### config.mk
export PLATFORM = sky130hd
export DESIGN_NAME = rr_mux_arbiter
export DESIGN_NICKNAME = d
export VERILOG_FILES = /design/src/rtl/rr_mux_arbiter.sv
export SDC_FILE = /design/constraint.sdc
export NUM_CORES = 1
export LEC_CHECK = 0
export CAP_MARGIN = 20
export CORE_ASPECT_RATIO = 0.6
export CORE_UTILIZATION = 30
export DETAILED_ROUTE_END_ITERATION = 10
export GPL_ROUTABILITY_DRIVEN = 0
export GPL_TIMING_DRIVEN = 0
export PLACE_DENSITY = 0.62
export SYNTH_ARGS = -nofsm -noshare
export SYNTH_HDL_FRONTEND = slang
export SYNTH_SLANG_ARGS = --single-unit
### constraint.sdc
create_clock -name clk -period 4 [get_ports clk]
set_input_delay 1 -clock clk [delete_from_list [all_inputs] [get_ports clk]]
set_output_delay 1 -clock clk [all_outputs]
set_load 0.1 [all_outputs]
### src/rtl/rr_mux_arbiter.sv
// rtl/rr_mux_arbiter.sv - registered two-input round-robin stream arbiter with per-source beat counters
module rr_mux_arbiter #(
  parameter int WIDTH = 8,
  parameter int CNT_W = 16
) (
  input  logic             clk,
  input  logic             rst_n,
  input  logic [WIDTH-1:0] a_data,
  input  logic             a_valid,
  output logic             a_ready,
  input  logic [WIDTH-1:0] b_data,
  input  logic             b_valid,
  output logic             b_ready,
  output logic [WIDTH-1:0] y_data,
  output logic             y_valid,
  input  logic             y_ready,
  output logic             sel,
  output logic [CNT_W-1:0] a_cnt,
  output logic [CNT_W-1:0] b_cnt
);

  localparam logic [CNT_W-1:0] CNT_MAX = '1;

  // Tie-break pointer: 0 means A wins the next contention, 1 means B.
  logic prio;
  logic ld;
  logic grant_a;
  logic grant_b;
  logic take_a;
  logic take_b;

  // Grant and handshake decode; readies are forced low while reset is held.
  always_comb begin
    ld      = !y_valid || y_ready;
    grant_a = a_valid && (!b_valid || !prio);
    grant_b = b_valid && (!a_valid ||  prio);
    take_a  = ld && grant_a;
    take_b  = ld && grant_b;
    a_ready = rst_n && take_a;
    b_ready = rst_n && take_b;
  end

  // Output beat register, source tag and round-robin pointer.
  always_ff @(posedge clk or negedge rst_n) begin
    if (!rst_n) begin
      y_data  <= '0;
      y_valid <= 1'b0;
      sel     <= 1'b0;
      prio    <= 1'b0;
    end else if (take_a) begin
      y_data  <= a_data;
      y_valid <= 1'b1;
      sel     <= 1'b0;
      prio    <= 1'b1;
    end else if (take_b) begin
      y_data  <= b_data;
      y_valid <= 1'b1;
      sel     <= 1'b1;
      prio    <= 1'b0;
    end else if (ld) begin
      y_valid <= 1'b0;
    end
  end

  // Saturating accepted-beat counters, one per source.
  always_ff @(posedge clk or negedge rst_n) begin
    if (!rst_n) begin
      a_cnt <= '0;
      b_cnt <= '0;
    end else begin
      if (take_a && a_cnt != CNT_MAX) a_cnt <= a_cnt + CNT_W'(1);
      if (take_b && b_cnt != CNT_MAX) b_cnt <= b_cnt + CNT_W'(1);
    end
  end

endmodule

==> results of run 1 <==
## sequential cells by signal, indices dropped and copies added (netlist names)
name / count
a_cnt: 16
b_cnt: 16
prio: 1
sel: 1
y_data: 8
y_valid: 1
## metal layers
layer / global-route usage / vias up
li1: - / 848
met5: 0 / -
met3: 0.0450 / 2
met2: 0.208 / 47
met1: 0.219 / 805
met4: 0.0400 / 0
## cell type report
cell class	count	area share
sequential	43	0.357
multi-input combinational	145	0.335
timing repair buffer	65	0.214
clock buffer	8	0.0519
tap	87	0.0361
buffer	3	0.00498
inverter	1	0.00125
## worst max-delay path: stages
cell and delay, ns:
sky130_fd_sc_hd__clkdlybuf4s50_1 0.48, sky130_fd_sc_hd__nand2b_1 0.25, sky130_fd_sc_hd__and3_1 0.26, sky130_fd_sc_hd__clkbuf_2 0.27, sky130_fd_sc_hd__and2_1 0.16, sky130_fd_sc_hd__buf_2 0.42
## layout by cell type (no fill, tap or decap), types with 7 or more instances in the layout
cell                               n
sky130_fd_sc_hd__nor2_1            7
sky130_fd_sc_hd__nand4_1          15
sky130_fd_sc_hd__a22oi_1           8
sky130_fd_sc_hd__nand2_1          26
sky130_fd_sc_hd__clkdlybuf4s50_1  61
sky130_fd_sc_hd__xor2_1           18
sky130_fd_sc_hd__nor3_1           11
sky130_fd_sc_hd__xnor2_1           7
sky130_fd_sc_hd__dfrtp_1          43
## stage by stage
| step | cell area (sq um) | cells |
|---|---|---|
| after floorplan | 2100 | 192 |
| after CTS | 3020 | 352 |
| after global routing | 3010 | 352 |
| final | 3010 | 352 |
| after global placement | 2850 | 343 |
| after detailed placement | 2870 | 344 |
## kinds of logic after synthesis
logic type | Yosys count | synth area share
XOR/XNOR | 25 | 0.104
flip-flops | 43 | 0.512
adder cells (fa/ha/maj) | 2 | 0.0119
buffers and inverters | 4 | 0.00774
AO/OA/AOI/OAI | 17 | 0.0518
AND/OR/NAND/NOR | 97 | 0.289
multiplexers | 4 | 0.0226
## final timing paths
| path | depth (start not counted) | slack (ns) | to |
|---|---|---|---|
| worst min register to register | 2 | 0.47 | y_data[5] |
| worst max register to register | 5 | 2.12 | a_cnt[1] |
| min in group asynchronous | 1 | 0.68 | b_cnt[10] |
| worst max-delay path | 6 | 0.15 | b_ready |
| max in group asynchronous | 2 | 2.81 | a_cnt[2] |
| worst min-delay path | 2 | 0.47 | y_data[5] |
## synthesized netlist by cell type, drive strengths merged
master   instances  area (sq um)
a21oi            5          25.0
a22oi            8          60.1
a31oi            3          18.8
and2             6          40.0
and3             5          31.3
and4             4          35.0
buf              1          5.00
clkbuf           2          7.51
dfrtp           43          1080
ha               2          25.0
inv              1          3.75
mux2             3          37.5
mux2i            1          10.0
nand2           26          97.6
nand2b           2          12.5
nand3            4          25.0
nand4           17           119
nand4b           1          15.0
nand4bb          1          27.5
nor2             7          26.3
nor2b            3          21.3
nor3            11          55.1
nor3b            1          7.51
nor4             6          58.8
nor4b            1          23.8
o21ai            1          5.00
or2              1          6.26
or3              1          6.26
xnor2            7          61.3
xor2            18           158
## timing repair
item	4_1_cts	5_1_grt
cloned	0	0
gates resized for setup	11	1
hold buffers	0	0
setup endpoints to repair	2	1
## power breakdown
part           internal, mW  switching (mW)  leakage (nW)
registers             0.516           0.104         0.542
clock network         0.266           0.158        0.0772
logic                 0.227           0.720         0.703
==> results by stage, run 1 <==
Logic synthesis:
- Synthesis inferred 43 register bits.
- The share of the Yosys chip area taken by registers is 0.512.
- The number of instances in the synthesized netlist is 192.
- Averaged over all synthesized cells, the footprint is 10.9 sq um.
- Synthesis produced a netlist with a net count of 215.
- The number of unique standard cell types used by synthesis is 38.
- The synthesized area is 2100 sq um.
- The total of warnings raised by yosys is 0.

Global route:
- The initial antenna violation count came to 0.
- In the global route stage, overall resource usage came out at 0.149.
- The via count of the first global-routing pass came to 1654.
- Entering global routing, the biggest net connects 26 pins.
- The first global-routing pass estimated 8160 um of wire.
- The total overflow reported by the global router is 0.

Setup path:
- Of all nets on the critical path, the largest fanout is 10.
- The worst setup path is launched from an input port.
- The path type of the worst setup path is input port to output pin.
- Tracing the worst setup path back leads to its startpoint at y_ready.
- At the worst endpoint, the required time is 3.00 ns.
- The arrival time at the worst endpoint is 2.85 ns.
- In this run the critical register-to-register path is launched from a_cnt[0].
- The worst setup path is captured at an output pin.

Clock tree:
- The tree built by TritonCTS fans out to 43 sinks.
- The H-tree depth is 2.
- The source-to-sink clock delay at the later pin of the worst-skew pair is 0.28 ns.
- The number of buffers created by CTS is 5.
- The maximum buffer depth of the clock tree is 2.
- The root buffer cell chosen for the clock tree is sky130_fd_sc_hd__clkbuf_16.
- Post-CTS timing repair inserted 0 buffers for setup.
- The clock tree from TritonCTS is yes.
- Clock-pin slew was measured on the worst setup and hold paths at 0.06 ns.

Routing:
- The total wire length after detailed routing is 4980 um.
- After detailed routing, the met2 layer carries 1990 um of wire.
- Using the TritonRoute via totals, the vias-per-cell ratio works out to 4.84.
- The detailed router finished its first iteration with 54 violations.
- The number of nets still failing antenna checks after routing is 0.
- After detailed routing, the number of remaining DRC violations is 0.
- After detailed routing, the met3 layer carries 336 um of wire.
- Before antenna repair, the detailed router went through 4 iterations.
- Across all layers, the routed design uses 1702 vias.
- The top metal layer carrying routed signals is met4.
- The routed length on met1 is 2630 um.
- The average wire length per cell after detail routing is 14.2 um.

Hold path:
- The tightest min-delay check is of the register to register type.
- The hold path startpoint is y_data[5].

Timing:
- Hold is met by 0.470 ns.
- Of the available clock period, the critical path in the final layout requires 0.963.
- The transition at the pin with the smallest max-transition slack is 1.00 ns.
- The worst pin sits at a relative slew slack of 0.328.
- The setup skew after layout is 0.00549 ns.
- Based on the critical path, the design can be clocked at up to 259 MHz.
- The shortest clock period the worst path allows after layout is 3.85 ns.
- Setup repair after global routing left no endpoint under its margin.
- The max-slew violation count is 0.
- Setup violations remaining at the end of the flow were counted as 0.
- Once routing completed, OpenROAD measured the worst setup slack at 0.146 ns.
- Setup total negative slack on the finished layout was measured at 0 ns.
- The final hold violation count was 0.

Final layout:
- The final layout contains 287 nets.
- The multi-input combinational cells in the finished layout cover a total of 1010 sq um.
- The share of cells above drive strength 1 is 0.102.
- The final core area utilization is 0.448.
- The filler cells instantiated in the layout total 678.
- The number of antenna diodes in the final layout is 0.
- The area growth from synthesis to layout is 43.5%.
- Summing all flip-flop and latch instances after layout gives 1080 sq um.

Die:
- The die is 66.8 um tall.
- The region available for standard cell placement spans 6730 sq um.
- The number of placement rows is 23.
- The starting density of the core is 0.312.
- The number of ports placed on the die boundary is 65.
- The full die area is 7350 sq um.
- In this run the horizontal extent of the chip is 110 um.

Placement:
- The quantity of I/O buffers inserted on ports is 64.
- The detailed placer's ending HPWL is 3660 um.
- The post-placement setup slack is -0.752 ns.

Run:
- The number of max-capacitance violations reported is 0.

Pwr:
- The leakage dissipation is 1.32 nW.
- The areal power density over the cells is 661 nW/um^2.
- Summing internal, switching and leakage power gives 1.99 mW.
- Across the VDD grid, the largest voltage drop is 0.463 mV.

Run status:
- The flow ran to the end, and the final reports show no timing, DRC or antenna violations.
Note: power is estimated with default switching activity, not from simulation.
==> inputs of run 2 (changes only) <==
--- a/config.mk
+++ b/config.mk
@@ -6,12 +6,14 @@
 export NUM_CORES = 1
 export LEC_CHECK = 0
 export CAP_MARGIN = 20
+export CELL_PAD_IN_SITES_DETAIL_PLACEMENT = 1
+export CELL_PAD_IN_SITES_GLOBAL_PLACEMENT = 2
 export CORE_ASPECT_RATIO = 0.6
 export CORE_UTILIZATION = 30
 export DETAILED_ROUTE_END_ITERATION = 10
 export GPL_ROUTABILITY_DRIVEN = 0
 export GPL_TIMING_DRIVEN = 0
-export PLACE_DENSITY = 0.62
+export PLACE_DENSITY = 0.88
 export SYNTH_ARGS = -nofsm -noshare
 export SYNTH_HDL_FRONTEND = slang
 export SYNTH_SLANG_ARGS = --single-unit
==> run 2 against run 1 <==
Maximum frequency is essentially flat. Critical endpoint is now a_ready. Clock power shrank 4.7%. Worst setup slack got worse by 0.0038 ns. Power decreased by 0.58%. Die area stayed put. Sequential cell count did not move. Global-route usage is 1.9 points higher.
==> results by stage, run 2 (synthesis gave the netlist of run 1 again) <==
Run status:
- The flow ran to the end, and the final reports show no timing, DRC or antenna violations.

Hold path:
- The hold path startpoint is y_data[5].
- The class of the most critical hold timing path is register to register.

Placement:
- Once placement finished, the instance area stood at 2870 sq um.
- The total placed cells including tap cells is 344.
- OpenSTA, run right after detailed placement, puts the worst setup slack at -0.727 ns.
- Detailed placement ended at an HPWL of 4220 um.
- The quantity of I/O buffers inserted on ports is 64.

Clock tree:
- The clock sink total is 43.
- In this run the deepest clock path goes through 2 buffers.
- TritonCTS built the clock tree.
- The number of buffers created by CTS is 5.
- The H-tree depth is 2.
- In this run, post-CTS hold repair placed 0 buffers.
- The later pin in the worst-skew pair is clocked with a latency of 0.28 ns.
- The root buffer cell chosen for the clock tree is sky130_fd_sc_hd__clkbuf_16.
- The clock-pin slew on the worst setup and hold paths is 0.06 ns.

Die:
- In this run the standard cell core region covers 6730 sq um.
- The floorplan has 23 rows.
- The full die area is 7350 sq um.
- In this run the count of I/O pins placed on the die edge is 65.
- The die is 66.8 um tall.
- The initial utilization of the core area, before any placement, comes to 0.312.
- The floorplan step set the die width to 110 um.

Timing:
- The setup TNS after final layout is 0 ns.
- The max-slew violation count is 0.
- The setup skew after layout is 0.00494 ns.
- The transition at the pin with the smallest max-transition slack is 0.993 ns.
- The total setup violations reported at the end of the flow is 0.
- The worst relative slew slack is 0.336.
- The final hold violation count is 0.
- In the post-route analysis, the smallest setup slack over all paths is 0.142 ns.
- Setup repair after global routing left no endpoint under its margin.
- Dividing the final minimum period by the clock period gives 0.964.
- On the final layout, the worst hold slack is 0.482 ns.
- The shortest clock period the worst path allows after layout is 3.86 ns.
- The top achievable clock speed is 259 MHz.

Pwr:
- VDD sags by at most 0.555 mV.
- The areal power density over the cells is 659 nW/um^2.
- The post-route total power is 1.98 mW.
- In this run the static leakage power is 1.31 nW.

Routing:
- The total wire length after detailed routing is 5540 um.
- For this run, design rule violations remaining after detail routing come to 0.
- After detailed routing, the average wire length per cell comes to 15.8 um.
- The total vias in the final route is 1777.
- The number of violations reported at the end of detailed-routing iteration 0 is 75.
- The number of nets still failing antenna checks after routing is 0.
- The via density per instance is 5.06.
- The number of detailed-route iterations in the first pass is 4.

Final layout:
- Of the cells placed in the final design, the portion with a size suffix greater than 1 is 0.0947.
- The leading cell type in the layout, fill and taps excluded is sky130_fd_sc_hd__clkdlybuf4s50_1.
- In the final design database the tool counted 287 nets.
- Summing all non-filler instances in the final layout gives an area of 3000 sq um.
- The repair_antennas step left the layout with diodes totalling 0.
- In the final layout, the registers with the most flip-flops are a_cnt (16), b_cnt (16), y_data (8).
- The area growth from synthesis to final layout is 43.0%.
- The library cells used most frequently in the layout, excluding fill and tap cells, are sky130_fd_sc_hd__clkdlybuf4s50_1, sky130_fd_sc_hd__dfrtp_1, sky130_fd_sc_hd__nand2_1, sky130_fd_sc_hd__xor2_1, sky130_fd_sc_hd__nand4_1.
- The final core area utilization is 0.446.
- After the flow finishes, the layout carries non-filler instances totaling 351.

Setup path:
- The element type at the critical path end is an output pin.
- In this run the worst path has a maximum fanout of 10.
- The worst register-to-register path begins at a_cnt[0].
- Traced cell by cell, the critical path runs through clkdlybuf4s50_1, nand2b_1, and3_1, clkbuf_1, and2_1, clkbuf_4.
- The arrival time at the worst endpoint is 2.86 ns.
- STA classifies the critical path startpoint as an input port.
- The critical path is of the input port to output pin type.
- The maximum single-stage delay on the critical path is 0.49 ns.
- The origin of the worst setup path is y_ready.
- The largest individual stage delay along the critical path comes from the cell sky130_fd_sc_hd__clkdlybuf4s50_1.
- Data on the critical path is required at its endpoint by 3.00 ns.

Global route:
- The overall fraction of global-route tracks in use is 0.168.
- The via count of the first global-routing pass is 1756.
- The global-route wire length before repair is 9030 um.
- Summed over all layers, the global routing overflow is 0.
- The pin count of the biggest net entering global routing is 34.
- The initial antenna violation count came to 0.

Run:
- The number of max-capacitance violations reported is 0.
==> run 2: cell types whose count changed in the layout (fill, tap and decap cells not counted), sizes merged <==
cell,before,now
clkbuf,10,9
clkinv,0,1
buf,5,4
==> run 2: path summary, 6_finish.rpt <==
check,endpoint,slack [ns],depth (start not counted)
max,a_ready,0.14,6
min,y_data[5],0.48,2
max reg2reg,a_cnt[1],2.04,5
min reg2reg,y_data[5],0.48,2
max in group asynchronous,a_cnt[15],2.89,2
min in group asynchronous,sel,0.61,1
==> run 2: what timing repair did <==
item,4_1_cts,5_1_grt
gates cloned,0,0
pin swaps,0,0
hold endpoints to repair,0,0
setup endpoints to repair,2,1
buffers inserted,0,0
gates resized for setup,11,1
==> run 2: critical path, delay by kind of cell <==
| family | cells | cell delay, ns |
|---|---|---|
| buffers and inverters | 3 | 1.15 |
| and+or+nand+nor | 3 | 0.69 |
==> run 2: where the power goes <==
group          internal, mW  switching (mW)
logic                 0.228           0.723
clock network         0.244           0.160
registers             0.516           0.109
total                 0.988           0.993
==> run 2: area by class of cell <==
cell class	instances	area, sq um
clock buffers	6	139
plain buffers	3	12.5
inverters	1	3.75
well taps	87	109
flip-flops and latches	43	1080
fillers	760	3730
clock inverters	1	5.00
repair buffers	65	651
multi-input cells	145	1010
==> run 2: layer usage <==
layer | track usage | vias to the layer above | wire, um
met2 | 0.243 | 57 | 2280
met3 | 0.0558 | 8 | 396
li1 | - | 839 | -
met4 | 0.0450 | 0 | 58
met1 | 0.236 | 873 | 2810
met5 | 0 | - | 0
==> inputs of run 3 (changes only) <==
--- a/config.mk
+++ b/config.mk
@@ -17,3 +17,4 @@
 export SYNTH_ARGS = -nofsm -noshare
 export SYNTH_HDL_FRONTEND = slang
 export SYNTH_SLANG_ARGS = --single-unit
+export TNS_END_PERCENT = 10
==> results of run 3 <==
Final layout, timing and power as in run 2 (identical DEF).
